**src/rtl/qpu_exu_disp_sb.sv**
```systemverilog
// QPU execution-unit dispatch stage with internal register/qubit scoreboard and registered
// valid/ready output toward the ALU. Define QPU_DISP_WB_BYPASS_EN for same-cycle retire bypass.
module qpu_exu_disp_sb #(
  parameter int unsigned RFIDX_W   = 5,
  parameter int unsigned QUBIT_NUM = 8,
  parameter int unsigned PAYLOAD_W = 128,
  parameter int unsigned LP_DEPTH  = 4,
  localparam int unsigned NREG     = 2 ** RFIDX_W,
  localparam int unsigned CNT_W    = $clog2(LP_DEPTH + 1)
) (
  input  logic                 clk,
  input  logic                 rst,
  input  logic                 disp_i_valid,
  output logic                 disp_i_ready,
  input  logic                 disp_i_rs1en,
  input  logic                 disp_i_rs2en,
  input  logic [RFIDX_W-1:0]   disp_i_rs1idx,
  input  logic [RFIDX_W-1:0]   disp_i_rs2idx,
  input  logic                 disp_i_rdwen,
  input  logic [RFIDX_W-1:0]   disp_i_rdidx,
  input  logic                 disp_i_longp,
  input  logic                 disp_i_measure,
  input  logic [QUBIT_NUM-1:0] disp_i_qlist,
  input  logic [PAYLOAD_W-1:0] disp_i_payload,
  output logic                 disp_o_valid,
  input  logic                 disp_o_ready,
  output logic [PAYLOAD_W-1:0] disp_o_payload,
  output logic                 disp_o_longp,
  output logic [RFIDX_W-1:0]   disp_o_rdidx,
  input  logic                 wb_i_valid,
  input  logic                 wb_i_rdwen,
  input  logic [RFIDX_W-1:0]   wb_i_rdidx,
  input  logic                 meas_i_valid,
  input  logic [QUBIT_NUM-1:0] meas_i_qlist,
  output logic [CNT_W-1:0]     disp_o_lp_cnt,
  output logic                 disp_o_err
);

  logic [NREG-1:0]      pend_rd_q, pend_rd_d;
  logic [QUBIT_NUM-1:0] pend_q_q, pend_q_d;
  logic [CNT_W-1:0]     lp_cnt_q, lp_cnt_d;
  logic                 err_q, err_d;

  logic [NREG-1:0]      wb_clear_mask;
  logic [NREG-1:0]      rd_set_mask;
  logic [QUBIT_NUM-1:0] meas_clear_mask;
  logic [NREG-1:0]      pend_rd_chk;
  logic [QUBIT_NUM-1:0] pend_q_chk;
  logic                 raw, waw, qdep, full, can_load, accept;
  logic                 lp_inc, lp_dec;

  always_comb begin
    wb_clear_mask = '0;
    rd_set_mask   = '0;
    if (wb_i_valid && wb_i_rdwen) wb_clear_mask[wb_i_rdidx] = 1'b1;
    // x0 is never tracked, so a write to it never blocks anything.
    if (accept && disp_i_longp && disp_i_rdwen && (disp_i_rdidx != '0)) begin
      rd_set_mask[disp_i_rdidx] = 1'b1;
    end
  end

  assign meas_clear_mask = meas_i_valid ? meas_i_qlist : '0;

`ifdef QPU_DISP_WB_BYPASS_EN
  assign pend_rd_chk = pend_rd_q & ~wb_clear_mask;
  assign pend_q_chk  = pend_q_q & ~meas_clear_mask;
  // A same-cycle retire frees a slot, so the counter nets out unchanged.
  assign full = disp_i_longp & (lp_cnt_q == CNT_W'(LP_DEPTH)) & ~wb_i_valid;
`else
  assign pend_rd_chk = pend_rd_q;
  assign pend_q_chk  = pend_q_q;
  assign full = disp_i_longp & (lp_cnt_q == CNT_W'(LP_DEPTH));
`endif

  assign raw  = (disp_i_rs1en & pend_rd_chk[disp_i_rs1idx])
              | (disp_i_rs2en & pend_rd_chk[disp_i_rs2idx]);
  assign waw  = disp_i_rdwen & pend_rd_chk[disp_i_rdidx];
  assign qdep = |(disp_i_qlist & pend_q_chk);

  assign can_load     = ~disp_o_valid | disp_o_ready;
  assign disp_i_ready = ~raw & ~waw & ~qdep & ~full & can_load;
  assign accept       = disp_i_valid & disp_i_ready;

  assign lp_inc = accept & disp_i_longp;
  assign lp_dec = wb_i_valid;

  always_comb begin
    pend_rd_d = (pend_rd_q & ~wb_clear_mask) | rd_set_mask;
    pend_q_d  = pend_q_q & ~meas_clear_mask;
    if (accept && disp_i_measure) pend_q_d = pend_q_d | disp_i_qlist;
    pend_rd_d[0] = 1'b0;

    lp_cnt_d = lp_cnt_q;
    err_d    = err_q;
    if (lp_inc && !lp_dec) begin
      lp_cnt_d = lp_cnt_q + CNT_W'(1);
    end else if (!lp_inc && lp_dec) begin
      if (lp_cnt_q == '0) err_d = 1'b1;
      else                lp_cnt_d = lp_cnt_q - CNT_W'(1);
    end

    if (wb_i_valid && wb_i_rdwen && (wb_i_rdidx != '0) && !pend_rd_q[wb_i_rdidx]) begin
      err_d = 1'b1;
    end
    if (meas_i_valid && |(meas_i_qlist & ~pend_q_q)) err_d = 1'b1;
  end

  always_ff @(posedge clk or posedge rst) begin
    if (rst) begin
      pend_rd_q <= '0;
      pend_q_q  <= '0;
      lp_cnt_q  <= '0;
      err_q     <= 1'b0;
    end else begin
      pend_rd_q <= pend_rd_d;
      pend_q_q  <= pend_q_d;
      lp_cnt_q  <= lp_cnt_d;
      err_q     <= err_d;
    end
  end

  // Output register: loads only when empty or draining, otherwise holds.
  always_ff @(posedge clk or posedge rst) begin
    if (rst) begin
      disp_o_valid   <= 1'b0;
      disp_o_payload <= '0;
      disp_o_longp   <= 1'b0;
      disp_o_rdidx   <= '0;
    end else if (can_load) begin
      disp_o_valid <= accept;
      if (accept) begin
        disp_o_payload <= disp_i_payload;
        disp_o_longp   <= disp_i_longp;
        disp_o_rdidx   <= disp_i_rdidx;
      end
    end
  end

  assign disp_o_lp_cnt = lp_cnt_q;
  assign disp_o_err    = err_q;

endmodule

```
**config.mk**
```make
export PLATFORM = sky130hd
export DESIGN_NAME = qpu_exu_disp_sb
export DESIGN_NICKNAME = d
export VERILOG_FILES = /design/src/rtl/qpu_exu_disp_sb.sv
export SDC_FILE = /design/constraint.sdc
export NUM_CORES = 1
export LEC_CHECK = 0
export CAP_MARGIN = 20
export CORE_UTILIZATION = 45
export CTS_CLUSTER_DIAMETER = 60
export DETAILED_ROUTE_END_ITERATION = 10
export MAX_ROUTING_LAYER = met4
export PLACE_DENSITY = 0.81
export RECOVER_POWER = 50
export SLEW_MARGIN = 25
export SYNTH_ARGS = -nofsm -noshare
export SYNTH_HDL_FRONTEND = slang
export SYNTH_SLANG_ARGS = --single-unit
```
**constraint.sdc**
```tcl
create_clock -name clk -period 7.5 [get_ports clk]
set_input_delay 1.5 -clock clk [delete_from_list [all_inputs] [get_ports clk]]
set_output_delay 1.5 -clock clk [all_outputs]
set_load 0.005 [all_outputs]
```
# --- Word-level counts from Yosys, hierarchy flattened ---
# Index checks and enable logic that the tools add are counted.
totals:
  romBits: 0
  input_bits: 176
  word_cells: 95
  n_memories: 0
  regBits: 178
  latchBits: 0
  output_inout_bits: 140
  ramBits: 0
classes:
  mul: 0
  shift: 0
  reduce_logical: 26
  addsub: 2
  magnitude_cmp: 6
  bitwise_logic: 26
  div_mod_pow: 0
  muxes: 24
  eq_ne: 3
ops:
  columns: ["operator", "count"]
  rows:
  - ["$mux 32", 2]
  - ["$and 32x32->32", 1]
  - ["$not 32->32", 1]
  - ["$or 32x32->32", 1]
  - ["$and 8x8->8", 3]
  - ["$lt 5x6->1 const B", 4]
  - ["$bmux 1 s5", 4]
  - ["$mux 8", 2]
  - ["$not 8->8", 2]
  - ["$reduce_or 8->1", 2]
  - ["$logic_and 1x1->1", 12]
  - ["$mux 1", 11]
  - ["$and 1x1->1", 10]
  - ["$demux 1 s5", 2]
  - ["$ge 5x1->1 const B", 2]
  - ["$reduce_bool 5->1", 2]
  - ["$mux 3", 3]
  - ["$or 8x8->8", 1]
  - ["$reduce_bool 3->1", 2]
  - ["$not 1->1", 5]
  - ["$reduce_and 2->1", 2]
  - ["$add 3x1->3 const B", 1]
  - ["$eq 3x3->1 const B", 1]
  - ["$logic_not 1->1", 3]
  - ["other kinds (7)", 8]

# --- Logic depth before layout (Yosys ltp) ---
logic_depth:
  word_depth: 17
  depth_mapped: 17

# --- Worst setup path after synthesis ---
# No wires, ideal clock.
synth_timing:
  path_type: "input-to-reg"
  startpoint: "input port disp_i_rs2idx[0]"
  endpoint: "register lp_cnt_q[2], in the netlist disp_o_lp_cnt[2]"
  n_path_buf: 4
  slack_ns: 2.757
  required_time_ns: 7.376
  stages: 16
  t_arrival_ns: 4.619
  setup_time_ns: 0.124
  cell_sequence: "buf_2 > mux4_2 > mux2_2 > nand4_1 > o2111ai_1 > or4b_1 > buf_2 > buf_6 > clkbuf_1 > nor2_1 > ha_1 > inv_1 > fa_1 > xnor2_1 > nand2_1 > xnor2_1"
synth_via:
  elab_chain_len: 15
synth_lines:
  columns: ["element", "line", "text"]
  rows:
  - ["start: declaration", "18", "input logic [RFIDX_W-1:0] disp_i_rs2idx,"]
  - ["$bmux 1 s5 *", "76", "| (disp_i_rs2en & pend_rd_chk[disp_i_rs2idx]);"]
  - ["$mux 1 (implied by the code) *", "76", null]
  - ["$and 1x1->1 *", "76", null]
  - ["$or 1x1->1 *", "76", null]
  - ["$not 1->1 *", "81", "assign disp_i_ready = ~raw & ~waw & ~qdep & ~full & can_load;"]
  - ["$and 1x1->1 * (4 in series)", "81", null]
  - ["$and 1x1->1 *", "82", "assign accept = disp_i_valid & disp_i_ready;"]
  - ["$and 1x1->1 *", "84", "assign lp_inc = accept & disp_i_longp;"]
  - ["$logic_not 1->1", "97", "end else if (!lp_inc && lp_dec) begin"]
  - ["$logic_and 1x1->1", "97", null]
  - ["$reduce_bool 2->1 (no line)", null, null]
  - ["$reduce_and 2->1 (no line)", null, null]
  - ["end signal: assignment", "117", "lp_cnt_q <= lp_cnt_d;"]
  - ["end: declaration", "41", "logic [CNT_W-1:0] lp_cnt_q, lp_cnt_d;"]
# Every way passes the cells marked *; elsewhere a longest branch is shown, timed or not. The select of a mux whose other input is x is not followed.
# A chain may end at the register's enable or synchronous reset.

# --- Final worst setup path ---
layout_timing:
  startpoint: "input port disp_i_rdidx[1]"
  endpoint: "output port disp_i_ready"
layout_via:
  elab_chain_len: 8
layout_lines:
  columns: ["element", "line", "text"]
  rows:
  - ["start: declaration", "20", "input logic [RFIDX_W-1:0] disp_i_rdidx,"]
  - ["$bmux 1 s5", "77", "assign waw = disp_i_rdwen & pend_rd_chk[disp_i_rdidx];"]
  - ["$mux 1 (implied by the code)", "77", null]
  - ["$and 1x1->1", "77", null]
  - ["$not 1->1", "81", null]
  - ["$and 1x1->1 (4 in series)", "81", null]
  - ["end: declaration", "14", "output logic disp_i_ready,"]
# Every way passes these cells. The select of a mux whose other input is x is not followed.

==> flow_summary_export.csv <==
group,metric,value,unit
timing,setup_tns,0,ns
floorplanning,core_area,18100,um2
clock_network,cts_buffers,17,
global_route,antenna_found_initial,1,
setup_path,worstSetupPathType,"input pin to primary output",
synthesis,synth_top_family_by_area,"multiplexers",
final_layout,area_delta_synth_final,44.6,%
synthesis,synth_area_per_cell,13.4,um2
synthesis,async_flop_share,1.00,
timing,period_share,0.802,
synthesis,synthAdderAreaFrac,0.00534,
final_layout,final_cell_mix,"dfrtp_1 (178), clkdlybuf4s50_1 (175), dlygate4sd3_1 (140), mux2_2 (125), o21ai_0 (41)",
placement,dp_cells,1134,
setup_path,critPathArrivalTime,4.51,ns
flow_run,drv_cap,1,
timing,setup_violations,0,
synthesis,netlist.area_leader.share,0.528,
timing,clock_skew,0.0126,ns
power,peakVddDrop,220,uV
clock_network,htree_levels,4,
final_layout,final_common_cell,"dfrtp_1",
synthesis,yosys.area.top_type,"dfrtp_1",
clock_network,path_clk_slew,0.07,ns
clock_network,clock_latency,0.42,ns
synthesis,synth_mux_area_frac,0.262,
synthesis,synth_compound_area_frac,0.0935,
status,violations,"design-rule violations, max-capacitance violations, max-slew violations",
synthesis,synth_ff_type,"dfrtp_1",
placement,gp_congestion,0.916,
hold_path,hp-class,"flip-flop to flip-flop",
clock_network,cts_setup_buffers,0,
clock_network,cts_tree,"done",
placement,placed_cell_area,11600,um2
synthesis,ys_seq_elements,178,
placement,port_buffers,315,
final_layout,final_area,12200,um2
floorplanning,die_x,139,um
final_layout,nets,1103,
final_layout,nFillCells,1352,
detailed_routing,routed_via_density,5.66,
setup_path,crit_fanout,23,
power,p_per_area,347,nW/um2
timing,hold_violations,0,
detailed_routing,routed_wl,24.7,mm
placement,hpwl,17.8,mm
synthesis,synthDistinctLibCells,53,
setup_path,cp-end-kind,"primary output",
detailed_routing,ant_nets,0,
global_route,grt_overflow_total,0,
timing,max_slew.worst_pin.slew,3.94,ns
floorplanning,ios,316,
global_route,grt_pass1_vias,6966,
detailed_routing,drc,8,
floorplanning,fp.dieArea,19300,um2
clock_network,post_cts_resized,0,
detailed_routing,num_vias,6596,
setup_path,worstSetupStartpointType,"input pin",
power,leakage,0.00509,uW
global_route,grt_use_total,0.271,
clock_network,cts_buffer_depth,2,
clock_network,ctsRootBufferMaster,"clkbuf_16",
clock_network,cts.hold.buffers_added,0,
synthesis,ys_seq_area_frac,0.528,
timing,maxSlewViolCount,104,
synthesis,syn-num-nets,809,
setup_path,crit_required,6.00,ns
synthesis,synth-edff-count,0,
final_layout,final_cells,1166,
synthesis,ys_warn_count,0,
synthesis,syn_inst,630,
timing,slew_headroom,-1.63,
floorplanning,start_util,0.464,
synthesis,netlist_area,8430,um2
detailed_routing,routedWlPerCell,21.2,um
timing,fmax,0.166,GHz
final_layout,drive_above_1_share,0.204,
clock_network,cts.sinks,178,
timing,period_minus_slack,6.01,ns
detailed_routing,drt_iter0_drc,444,
detailed_routing,drtPass1Iterations,8,
synthesis,synth_area_leaders,"dfrtp_1 (53%), mux2_2 (17%), mux4_2 (4.5%)",
synthesis,synth_xor_area_frac,0.00208,
global_route,grt_max_degree,151,
floorplanning,fp-row-count,49,
global_route,grt_pass1_wl,38.7,mm
timing,rsz0062_at_grt,"no",
floorplanning,die_y,139,um
status,status,"complete, but fails checks",
synthesis,synth-simple-area-share,0.0672,
[metrics by stage]
| stage | setup slack [ns] | power, uW | util | hold WS, ns |
|---|---|---|---|---|
| after floorplan | 1.17 | 2460 | - | 0.468 |
| after global placement | 1.52 | 3510 | 0.641 | 0.474 |
| after detailed placement | 1.50 | 3560 | 0.641 | 0.480 |
| after CTS | 1.50 | 4430 | 0.672 | 0.496 |
| after global routing | 1.27 | 4450 | 0.672 | 0.496 |
| final | 1.49 | 4230 | 0.672 | 0.489 |
[layer usage]
metal,wire (um),vias to the layer above,track usage,share of wire
met1,9270,3271,0.313,0.38
met3,2270,64,0.0894,0.092
met4,996,0,0.119,0.040
met2,12200,327,0.431,0.49
met5,0,-,-,0
li1,-,2934,-,-
[final cells by class]
type                       count  area (um2)  area share
clock inverter                10         101     0.00831
clock buffer                  21         460      0.0378
timing repair buffer         318        3190       0.262
antenna                        1        2.50    0.000205
inverter                      16        60.1     0.00493
tap                          229         287      0.0235
sequential                   178        4450       0.365
multi-input combinational    393        3630       0.298
[critical path, stage by stage]
cell             delay [ns]
clkdlybuf4s50_1        1.13
mux4_2                 0.41
nand2b_1               0.09
o2111ai_1              0.12
o31a_1                 0.36
nor4b_1                0.33
clkdlybuf4s50_1        0.56
[registers in the layout, summed over array words and instances, names as in the netlist]
name	cells
disp_o_rdidx	5
disp_o_payload	128
disp_o_err	1
disp_o_longp	1
disp_o_lp_cnt	3
pend_q_chk	8
pend_rd_chk	31
disp_o_valid	1
[kinds of logic (layout without fill, tap and decap cells)]
logic type | Yosys count | in the layout
DFF | 178 | 178
and+or+nand+nor | 105 | 105
other | 0 | 1
AOI/OAI and AO/OA | 104 | 104
muxes | 179 | 179
adders and majority gates | 3 | 3
xor gates and xnor gates | 2 | 2
buffers and inverters | 59 | 365
[cells in the mapped netlist, types with 4 or more instances]
master,instances
nor2_1,7
a21oi_1,5
buf_6,15
nor2b_1,5
mux4_2,17
mux2_1,14
a211oi_1,4
nand2_1,39
buf_2,7
dfrtp_1,178
or3b_2,4
nand3_1,10
clkbuf_1,18
o21ai_0,41
o22ai_1,4
mux2_2,125
a22oi_1,4
nand3b_1,6
inv_1,16
o41ai_1,21
o41ai_2,10
mux2i_1,21
nand2b_1,9
or3_1,4
[where the power goes]
| part | switching [uW] | internal, uW |
|---|---|---|
| clock | 374 | 478 |
| combinational | 672 | 1080 |
| sequential | 237 | 1390 |
| total | 1280 | 2940 |
[path summary, 6_finish.rpt]
kind / to / depth (start not counted) / startpoint / slack (ns)
max: disp_i_ready / 7 / disp_i_rdidx[1] / 1.49
min: disp_o_payload[65] / 1 / disp_o_payload[65] / 0.49
max reg2reg: disp_o_lp_cnt[2] / 12 / pend_rd_chk[29] / 3.95
min reg2reg: disp_o_payload[65] / 1 / disp_o_payload[65] / 0.49
max in group asynchronous: disp_o_lp_cnt[0] / 2 / rst / 2.25
min in group asynchronous: disp_o_payload[121] / 2 / rst / 3.02
(Power assumes the default switching activity.)
